## src/rtl/imem_loader.sv

```systemverilog
// Instruction memory bootloader: receives a length-prefixed byte frame
// and writes big-endian 32-bit words into the instruction RAM.
module imem_loader #(
   parameter int ADDR_W = 9,
   parameter int DEPTH  = 512
) (
   input  logic              clk,
   input  logic              rst_n,
   input  logic              start,
   input  logic              byte_valid,
   input  logic [7:0]        byte_data,
   output logic              byte_ready,
   output logic              mem_we,
   output logic [ADDR_W-1:0] mem_addr,
   output logic [31:0]       mem_wdata,
   output logic              busy,
   output logic              done,
   output logic              error,
   output logic              cpu_hold
);

   typedef enum logic [2:0] {
      S_IDLE,
      S_LEN_HI,
      S_LEN_LO,
      S_DATA,
      S_CSUM,
      S_DONE,
      S_ERROR
   } state_t;

   localparam logic [15:0] MAXLEN = DEPTH[15:0];

   state_t              state;
   state_t              nxt;
   logic [15:0]         len;
   logic [15:0]         len_lo_val;
   logic [ADDR_W-1:0]   word_idx;
   logic [1:0]          bcnt;
   logic [23:0]         wbuf;
   logic [7:0]          xor_acc;
   logic                acc;
   logic                last_word;
   logic                restart;

   assign acc        = byte_valid & byte_ready;
   assign len_lo_val = {len[15:8], byte_data};
   assign last_word  =
      ({{(16-ADDR_W){1'b0}}, word_idx} + 16'd1) == len;
   assign restart    = start &
      (state == S_IDLE || state == S_DONE || state == S_ERROR);

   assign busy     = (state == S_LEN_HI) || (state == S_LEN_LO) ||
                     (state == S_DATA)   || (state == S_CSUM);
   assign done     = (state == S_DONE);
   assign error    = (state == S_ERROR);
   assign cpu_hold = busy | error;

   always_ff @(posedge clk or negedge rst_n) begin
      if (!rst_n) state <= S_IDLE;
      else        state <= nxt;
   end

   always_comb begin
      nxt        = state;
      byte_ready = 1'b0;
      unique case (state)
         S_IDLE: if (start) nxt = S_LEN_HI;
         S_LEN_HI: begin
            byte_ready = 1'b1;
            if (byte_valid) nxt = S_LEN_LO;
         end
         S_LEN_LO: begin
            byte_ready = 1'b1;
            if (byte_valid) begin
               if (len_lo_val > MAXLEN)     nxt = S_ERROR;
               else if (len_lo_val == 16'd0) nxt = S_CSUM;
               else                          nxt = S_DATA;
            end
         end
         S_DATA: begin
            byte_ready = 1'b1;
            if (byte_valid && bcnt == 2'd3 && last_word) nxt = S_CSUM;
         end
         S_CSUM: begin
            byte_ready = 1'b1;
            if (byte_valid)
               nxt = (byte_data == xor_acc) ? S_DONE : S_ERROR;
         end
         S_DONE, S_ERROR: if (start) nxt = S_LEN_HI;
         default: nxt = S_IDLE;
      endcase
   end

   always_ff @(posedge clk or negedge rst_n) begin
      if (!rst_n) begin
         len       <= '0;
         word_idx  <= '0;
         bcnt      <= '0;
         wbuf      <= '0;
         xor_acc   <= '0;
         mem_we    <= 1'b0;
         mem_addr  <= '0;
         mem_wdata <= '0;
      end else begin
         mem_we <= 1'b0;
         if (restart) begin
            len      <= '0;
            word_idx <= '0;
            bcnt     <= '0;
            wbuf     <= '0;
            xor_acc  <= '0;
         end
         if (acc && state == S_LEN_HI) len[15:8] <= byte_data;
         if (acc && state == S_LEN_LO) len[7:0]  <= byte_data;
         if (acc && state == S_DATA) begin
            xor_acc <= xor_acc ^ byte_data;
            wbuf    <= {wbuf[15:0], byte_data};
            bcnt    <= bcnt + 2'd1;
            if (bcnt == 2'd3) begin
               mem_we    <= 1'b1;
               mem_addr  <= word_idx;
               mem_wdata <= {wbuf, byte_data};
               // hold the index on the final word so it never wraps
               if (!last_word) word_idx <= word_idx + 1'b1;
            end
         end
      end
   end

endmodule
```

## config.mk

```make
export PLATFORM = sky130hd
export DESIGN_NAME = imem_loader
export DESIGN_NICKNAME = d
export VERILOG_FILES = /design/src/rtl/imem_loader.sv
export SDC_FILE = /design/constraint.sdc
export NUM_CORES = 1
export LEC_CHECK = 0
export ABC_AREA = 1
export BUFFER_PORTS_ARGS = -buffer_cell sky130_fd_sc_hd__buf_2
export CORE_UTILIZATION = 35
export DETAILED_ROUTE_END_ITERATION = 7
export GPL_ROUTABILITY_DRIVEN = 0
export GPL_TIMING_DRIVEN = 0
export PLACE_DENSITY_LB_ADDON = 0.1
export RECOVER_POWER = 100
export SKIP_LAST_GASP = 1
export SLEW_MARGIN = 20
export SYNTH_ARGS = -nofsm -noshare
export SYNTH_HDL_FRONTEND = slang
export SYNTH_SLANG_ARGS = --single-unit
```

## constraint.sdc

```tcl
create_clock -name clk -period 2.3 [get_ports clk]
set_input_delay 0.23 -clock clk [delete_from_list [all_inputs] [get_ports clk]]
set_output_delay 0.23 -clock clk [all_outputs]
set_load 0.01 [all_outputs]
```

# After elaboration in Yosys (flattened, before gate mapping)
# Cells that the tools add are included.
dict set report word_totals {
  reg_bits 104
  inputBits 12
  output_inout_bits 47
  wordCells 76
}
dict set report classes {
  addsub 3
  magnitude_cmp 1
  eq_ne 14
  muxes 25
  bitwise_logic 4
  reduce_logical 19
}
# operator n
set ops {}
lappend ops {{$mux 24} 2}
lappend ops {{$mux 9} 4}
lappend ops {{$mux 8} 4}
lappend ops {{$mux 3} 7}
lappend ops {{$eq 10x16->1} 1}
lappend ops {{$gt 16x10->1 const B} 1}
lappend ops {{$logic_not 16->1} 1}
lappend ops {{$mux 16} 1}
lappend ops {{$pmux 3 s5} 1}
lappend ops {{$add 9x1->10 const B} 1}
lappend ops {{$add 9x1->9 const B} 1}
lappend ops {{$eq 3x3->1 const B} 3}
lappend ops {{$eq 8x8->1} 1}
lappend ops {{$xor 8x8->8} 1}
lappend ops {{$eq 3x2->1 const B} 2}
lappend ops {{$mux 2} 3}
lappend ops {{$ne 2x2->1 const B} 3}
lappend ops {{$reduce_bool 2->1} 3}
lappend ops {{$logic_and 1x1->1} 5}
lappend ops {{$logic_or 1x1->1} 5}
lappend ops {{$reduce_and 5->1} 1}
lappend ops {{$ne 2x1->1 const B} 2}
lappend ops {{$reduce_or 4->1} 1}
lappend ops {{$eq 3x1->1 const B} 1}
lappend ops {{other kinds (8)} 11}

# Depth between registers and ports, before layout
# Gate-level depths: netlist of run 1.
dict set report logic_depth {
  ltp_word 8
  depth_mapped 14
  ltp_nobuf 14
}

# Worst setup path after synthesis of run 1
# OpenSTA, ideal clock, no wires.
dict set report synth_timing {
  path_type {reg-to-reg}
  start {reg word_idx[0]}
  end {reg word_idx[7]}
  setup_time_ns 0.074
  t_arrival_ns 1.686
  required_time_ns 2.226
  path_slack_ns 0.540
  path_stages_with_launch 15
  path_buffers 1
  path_cell_list {dfrtp_1 ha_1 nand2_2 nor2_2 nand3_1 nand2_1 nand2_1 nand2_1 nand2_1 nor2_1 nand2_1 nand2_4 buf_12 nand3_2 o21ai_2}
}
dict set report synth_via {
  elab_chain_len 5
  word_cells_on_any_way 6
  cone_classes {add/sub (2); eq/ne (1); mux (3)}
}
# item line_no
set synth_lines {}
lappend synth_lines {{start, declared} 38} ;# logic [ADDR_W-1:0] word_idx;
lappend synth_lines {{start signal, assigned} 125} ;# if (!last_word) word_idx <= word_idx + 1'b1;
lappend synth_lines {{$add 9x1->10} 49} ;# ({{(16-ADDR_W){1'b0}}, word_idx} + 16'd1) == len;
lappend synth_lines {{$eq 10x16->1} 49}
lappend synth_lines {{$mux 9 *} 125}
lappend synth_lines {{$mux 9 *} 120} ;# if (bcnt == 2'd3) begin
lappend synth_lines {{$mux 9 *} 116} ;# if (acc && state == S_DATA) begin
# Mark *: on every way between the ends. The rest lies on a longest branch, timed or not.
# A chain may end at the register's enable or synchronous reset.

# Worst setup path in the final report of run 1
dict set report layout_timing {
  start {reg word_idx[1]}
  end {reg word_idx[7]}
}
# Same word-level chain as after synthesis.

==> key figures, run 1 <==
Timing
  – # setup viols final: 0
  – Final Max Slew Viols: 65
  – FMAX: 483 MHz
  – Final setup skew: 0.00899 ns
  – Crit share post-route: 90.0%
  – Setup WS post-layout: approximately 0.23 ns
  – RSZ-0062 raised after global routing: false
  – Slew margin rel.: -3.19%
  – Final Hold Fails: 0
  – Worst-Margin Slew: 1.55 ns
  – Final min period: 2.07 ns

CTS
  – H-tree lvl count: 3
  – Clock Path Buffers: 2
  – TritonCTS Buffers: 9
  – Clock Root Buffer: clkbuf_16
  – Clock sinks: 104
  – # Post-CTS Setup Buffers: 0
  – Worst-path clk slew: about 0.07 ns
  – Worst skew pair latency: 0.36 ns
  – CTS tree: built

Floorplan
  – Die Span X: ~120 um
  – Boundary Pins: 59
  – Core footprint: approximately 0.013 mm2
  – Die area: ~0.013 mm2
  – Placement Rows: just over 40
  – Die Ht: approximately 120 um
  – Initial Util: 36.0%

Synthesis
  – Mapped Area: around 0.0045 mm2
  – Syn Area/Cell: between 8 and 9 um2
  – EDFF count, synth: 0
  – Top cell type's share of synthesized area: 57.3%
  – Synthesized net count: 530
  – Top_reg_cell synth: dfrtp_1
  – Area leader, netlist: dfrtp_1
  – Fraction of registers with async set/reset: 100%
  – Sequential element share of the synthesized area: approximately 57%
  – Yosys warns: 0
  – Yosys cell types: 27
  – Cell count after synthesis: ~520
  – Synthesized flop and latch total: 104
  – Largest cells by area after synthesis: dfrtp_1 (57%), nand2_1 (9.9%), inv_1 (5.7%)

Finish
  – Antenna cell count: 0
  – Layout cells sized above 1: 8.28%
  – Final non-filler cell total: around 760
  – Most frequent cells in the layout: nand2_1 (120), dfrtp_1 (103), inv_1 (71)
  – Synth-to-layout area growth: 16.5%
  – Net count, final: approximately 600
  – Fill cell count: ~1400
  – Most common cell after layout, fill and taps aside: nand2_1

Route
  – Via count: around 3700
  – WL/cell: 14.9 um
  – # DRC: 0
  – First drt pass iteration count: 5
  – Final wirelength: 11400 um
  – ANT nets after route: 0
  – Starting DRT DRC Count: 174
  – Vias per cell: 4.90

Setup path
  – Endpoint type of the worst setup path: flip-flop
  – Slowest-stage cell, CP: dfrtp_1
  – Crit Path Category: flip-flop to flip-flop
  – Worst-path cell chain: ha_2 > nand2_2 > nor2_4 > nand3_1 > nand3_1 > nand2_1 > inv_1 > nand2_1 > nor2_2 > nand2_1 > nand2_4 > buf_12 > nand3_2 > o21ai_2
  – Required time of the critical path: about 2.6 ns
  – Worst EP arrival: 2.36 ns
  – Worst-path maximum fanout: 10
  – CP max stage delay: 0.44 ns
  – CP most frequent cell: nand2_1
  – CP Launch Type: flip-flop

Run status
  – Status: complete, but fails checks
  – Failing checks: max-capacitance violations, max-slew violations

Flow run
  – Max Cap Viol: 1

Global route
  – Initial antenna violation count: 0
  – Total Routing Usage GR: 18.5%
  – First-pass GRT wire length: approximately 19000 um
  – Largest net degree at the start of global routing: 65
  – Overflow after GRT: 0
  – Vias in the first global route: about 3600

Pwr
  – Power per Cell Area: between 1000 and 1500 mW/mm2
  – Peak supply drop: approximately 580 uV
  – Final Power: 5330 uW
  – Leak Pwr: about 0.0025 uW

Min path
  – Hold Path Class: input pin to flip-flop

Placed design
  – Worst slack, placed: 0.170 ns
  – Post-DP HPWL: approximately 8100 um
  – Placed cells: 747
  – Buffers on Ports: 58
-- timing repair --
action                                  CTS  global route
hold buffers                              1             0
endpoints found under the setup margin    0            12
gates resized for setup                   0             3
endpoints found under the hold margin    63             0
-- cell type report --
type	instances	area, um2	area share (%)
clock inverter	7	52.6	0.994
buffer	17	83.8	1.59
sequential	104	2600	49.2
timing repair buffer	60	253	4.78
inverter	74	278	5.25
tap	172	215	4.07
multi-input combinational	321	1580	29.8
clock buffer	9	225	4.26
-- metal layers --
layer | global-route usage (%) | vias to the layer above | wire length [um]
li1 | - | 1826 | -
met2 | 27.7 | 80 | 5070
met3 | 5.23 | 9 | 520
met1 | 26.3 | 1829 | 5660
met5 | 0 | - | 0
met4 | 4.87 | 0 | 131
-- critical path, delay by kind of cell (launching register included) --
family,cells,cell delay (ns)
compound gates,1,0.06
fa+ha+maj,1,0.26
buf+inv,2,0.20
flops,1,0.44
simple gates,10,1.03
-- per-stage QoR --
step	cell area (um2)	util, %	TNS, ns	hold WS [ns]
floorplan	4540	-	0	-0.0656
detailed placement	5070	40.2	0	0.267
global route	5290	41.9	0	0.245
CTS	5360	42.5	0	0.223
global placement	5040	40.0	-19.90	0.453
finish	5290	41.9	0	0.235
-- state kept, by name, indices dropped and copies added, names as in the netlist, 2 cells and up --
| name | flops |
|---|---|
| word_idx | 9 |
| len | 16 |
| mem_wdata | 32 |
| xor_acc | 8 |
| mem_addr | 9 |
| state | 3 |
| bcnt | 2 |
| wbuf | 24 |
-- cells in the mapped netlist, types with 5 or more instances --
master	count
o22ai_1	34
o21ai_0	40
a22o_1	5
nand2_1	120
o21ai_1	23
nor2_2	6
nor3_1	5
nor2_1	24
dfrtp_1	104
nand3_1	41
inv_1	69
inv_2	5
clkbuf_1	13
-- worst paths after layout --
| path | end | depth (start not counted) | start | slack [ns] |
|---|---|---|---|---|
| setup / recovery | word_idx[7] | 14 | word_idx[1] | 0.23 |
| hold / removal | xor_acc[6] | 3 | byte_data[6] | 0.23 |
| setup reg to reg | word_idx[7] | 14 | word_idx[1] | 0.23 |
| hold reg to reg | mem_addr[1] | 2 | mem_addr[1] | 0.48 |
| max in group asynchronous | bcnt[1] | 3 | rst_n | 0.40 |
| min in group asynchronous | mem_addr[5] | 2 | rst_n | 0.80 |
-- cells by family after synthesis --
group	count (synthesis)	synth area share, %
simple gates	206	19.5
compound gates	105	13.1
flops	104	57.3
buf+inv	91	8.02
xor+xnor	8	1.54
fa+ha+maj	2	0.551
-- power by group --
| group | switching (uW) | internal (uW) |
|---|---|---|
| Sequential | 182 | 2160 |
| Combinational | 1010 | 503 |
| Clock | 725 | 746 |
Note: power is estimated with default switching activity, not from simulation.
==> inputs of run 2 (changes only) <==
- MAX_ROUTING_LAYER: unset -> met4
==> key figures, run 2 (same netlist as run 1, synthesis figures left out) <==
Run status
  – Status: complete, but fails checks
  – Failing checks: max-capacitance violations, max-slew violations

Global route
  – First-pass GRT wire length: 18700 um (+0.19%)
  – Initial antenna violation count: 0 (unchanged)
  – Total Routing Usage GR: 19.1% (+0.61 points)
  – Overflow after GRT: 0 (unchanged)
  – Vias in the first global route: 3604 (+0.14%)
  – Largest net degree at the start of global routing: 65 (unchanged)

Timing
  – Final hold slack: 0.234 ns (-0.000783 ns)
  – FMAX: 483 MHz (about the same)
  – Final setup skew: 0.00770 ns (-0.00129 ns)
  – Slew margin rel.: -3.33% (-0.15 points)
  – Final min period: 2.07 ns (-0.0000600 ns)
  – RSZ-0062 raised after global routing: false
  – Final Max Slew Viols: 65 (unchanged)
  – Final Hold Fails: 0 (unchanged)
  – # setup viols final: 0 (unchanged)
  – Worst-Margin Slew: 1.55 ns (+0.00220 ns)
  – Crit share post-route: 90.0% (about the same)

Route
  – Met2 WL post-DR: 5060 um (-0.24%)
  – WL/cell: 14.9 um (-0.29%)
  – Via count: 3743 (-0.027%)
  – Wl on met1: 5610 um (-0.97%)
  – Vias per cell: 4.90 (about the same)
  – Starting DRT DRC Count: 191 (+9.8%)
  – First drt pass iteration count: 5 (unchanged)
  – Top Layer Used: met4
  – Met3 WL post-DR: 558 um (+7.3%)
  – Final wirelength: 11400 um (-0.29%)
  – ANT nets after route: 0 (unchanged)
  – # DRC: 0 (unchanged)

CTS
  – Worst skew pair latency: 0.36 ns (about the same)
  – TritonCTS Buffers: 9 (unchanged)
  – Clock Path Buffers: 2 (unchanged)
  – Clock Root Buffer: clkbuf_16
  – Clock sinks: 104 (unchanged)
  – Worst-path clk slew: 0.07 ns (about the same)
  – # Post-CTS Setup Buffers: 0 (unchanged)
  – H-tree lvl count: 3 (unchanged)
  – CTS tree: built

Placed design
  – Placed cells: 747 (unchanged)
  – Buffers on Ports: 58 (unchanged)
  – Post-DP HPWL: 8140 um (unchanged)

Setup path
  – Endpoint type of the worst setup path: flip-flop
  – Worst EP arrival: 2.36 ns (about the same)
  – Crit Path Category: flip-flop to flip-flop
  – CP max stage delay: 0.44 ns (about the same)
  – Required time of the critical path: 2.59 ns (about the same)
  – Worst r2r path cells: 14 (unchanged)
  – CP most frequent cell: nand2_1
  – Worst Path Buf+Inv: 2 (unchanged)
  – RR Startpoint: word_idx[1]
  – CP Launch Type: flip-flop
  – RR Endpoint: word_idx[7]
  – R2R Setup Slk: 0.23 ns (about the same)
  – Worst-path cell chain: ha_2 > nand2_2 > nor2_4 > nand3_1 > nand3_1 > nand2_1 > inv_1 > nand2_1 > nor2_2 > nand2_1 > nand2_4 > buf_12 > nand3_2 > o21ai_2
  – Slowest-stage cell, CP: dfrtp_1
  – Worst-path maximum fanout: 10 (unchanged)
  – CP delay by family, top: simple AND/OR/NAND/NOR gates

Floorplan
  – Die area: 0.0134 mm2 (unchanged)
  – Core footprint: 0.0126 mm2 (unchanged)
  – Boundary Pins: 59 (unchanged)
  – Initial Util: 36.0% (unchanged)
  – Placement Rows: 41 (unchanged)
  – Die Ht: 116 um (unchanged)
  – Die Span X: 116 um (unchanged)

Pwr
  – Power per Cell Area: 1010 mW/mm2 (about the same)
  – Peak supply drop: 577 uV (about the same)
  – Leak Pwr: 0.00247 uW (unchanged)

Finish
  – Largest registers: mem_wdata x32, wbuf x24, len x16
  – Layout cells sized above 1: 8.28% (unchanged)
  – Most frequent cells in the layout: nand2_1 (120), dfrtp_1 (103), inv_1 (71)
  – Top reg by flops: mem_wdata
  – Net count, final: 601 (unchanged)
  – Final non-filler cell total: 764 (unchanged)
  – Synth-to-layout area growth: 16.5% (unchanged)
  – Final Util: 41.9% (unchanged)
  – Antenna cell count: 0 (unchanged)
  – Most common cell after layout, fill and taps aside: nand2_1
  – Max FFs per register: 32 (unchanged)
  – Fill cell count: 1369 (unchanged)

Min path
  – Min-Delay Endpoint: xor_acc[6]
  – WHS Path Cells: 3 (unchanged)
  – Hold Path Class: input pin to flip-flop
  – Hold_sp: byte_data[6]

Flow run
  – Max Cap Viol: 1 (unchanged)
run 2: cell counts in the layout (fill, tap and decap cells not counted):
Identical to the previous run, type by type.
run 2: cell type report:
class / count / area (um2) / share of cell area (%)
multi-input combinational: 321 / 1580 / 29.8
tap: 172 / 215 / 4.07
buffer: 17 / 83.8 / 1.59
clock inverter: 7 / 52.6 / 0.994
clock buffer: 9 / 225 / 4.26
timing repair buffer: 60 / 253 / 4.78
inverter: 74 / 278 / 5.25
sequential: 104 / 2600 / 49.2
run 2: repair_timing:
item	4_1_cts	5_1_grt
endpoints found under the hold margin	63	0
gates resized for setup	0	3
hold buffers	1	0
setup endpoints to repair	0	12
run 2: worst min-delay path, delay by kind of cell:
kind            cells  cell delay, ns
xor+xnor            1            0.13
buf+inv             1            0.10
compound gates      1            0.08
run 2: metrics by stage:
stage	worst slack, ns	TNS (ns)	power [uW]	instance area [um2]
finish	0.231	0	5330	5290
global route	0.00407	0	5700	5290
CTS	0.141	0	5420	5360
detailed placement	0.170	0	3920	5070
floorplan	0.540	0	3450	4540
global placement	-0.200	-19.90	3890	5040
run 2: how the worst max path moves through the flow:
stage / start / endpoint / depth (start not counted)
6_report: word_idx[1] / word_idx[7] / 14
5_1_grt: word_idx[1] / word_idx[1] / 14
4_1_cts: word_idx[0] / word_idx[7] / 14
3_5_place_dp: word_idx[0] / word_idx[7] / 14
3_3_place_gp: rst_n / mem_wdata[8] / 1
2_1_floorplan: word_idx[0] / word_idx[7] / 14
run 2: routing by layer:
metal	vias up	GRT usage, %
met5	-	-
met4	0	4.87
met3	10	5.13
met2	80	27.6
met1	1824	26.5
li1	1829	-
run 2: power breakdown:
part / total, uW / switching (uW) / internal, uW
clock network: 1470 / 725 / 746
logic: 1510 / 1010 / 503
registers: 2350 / 182 / 2160
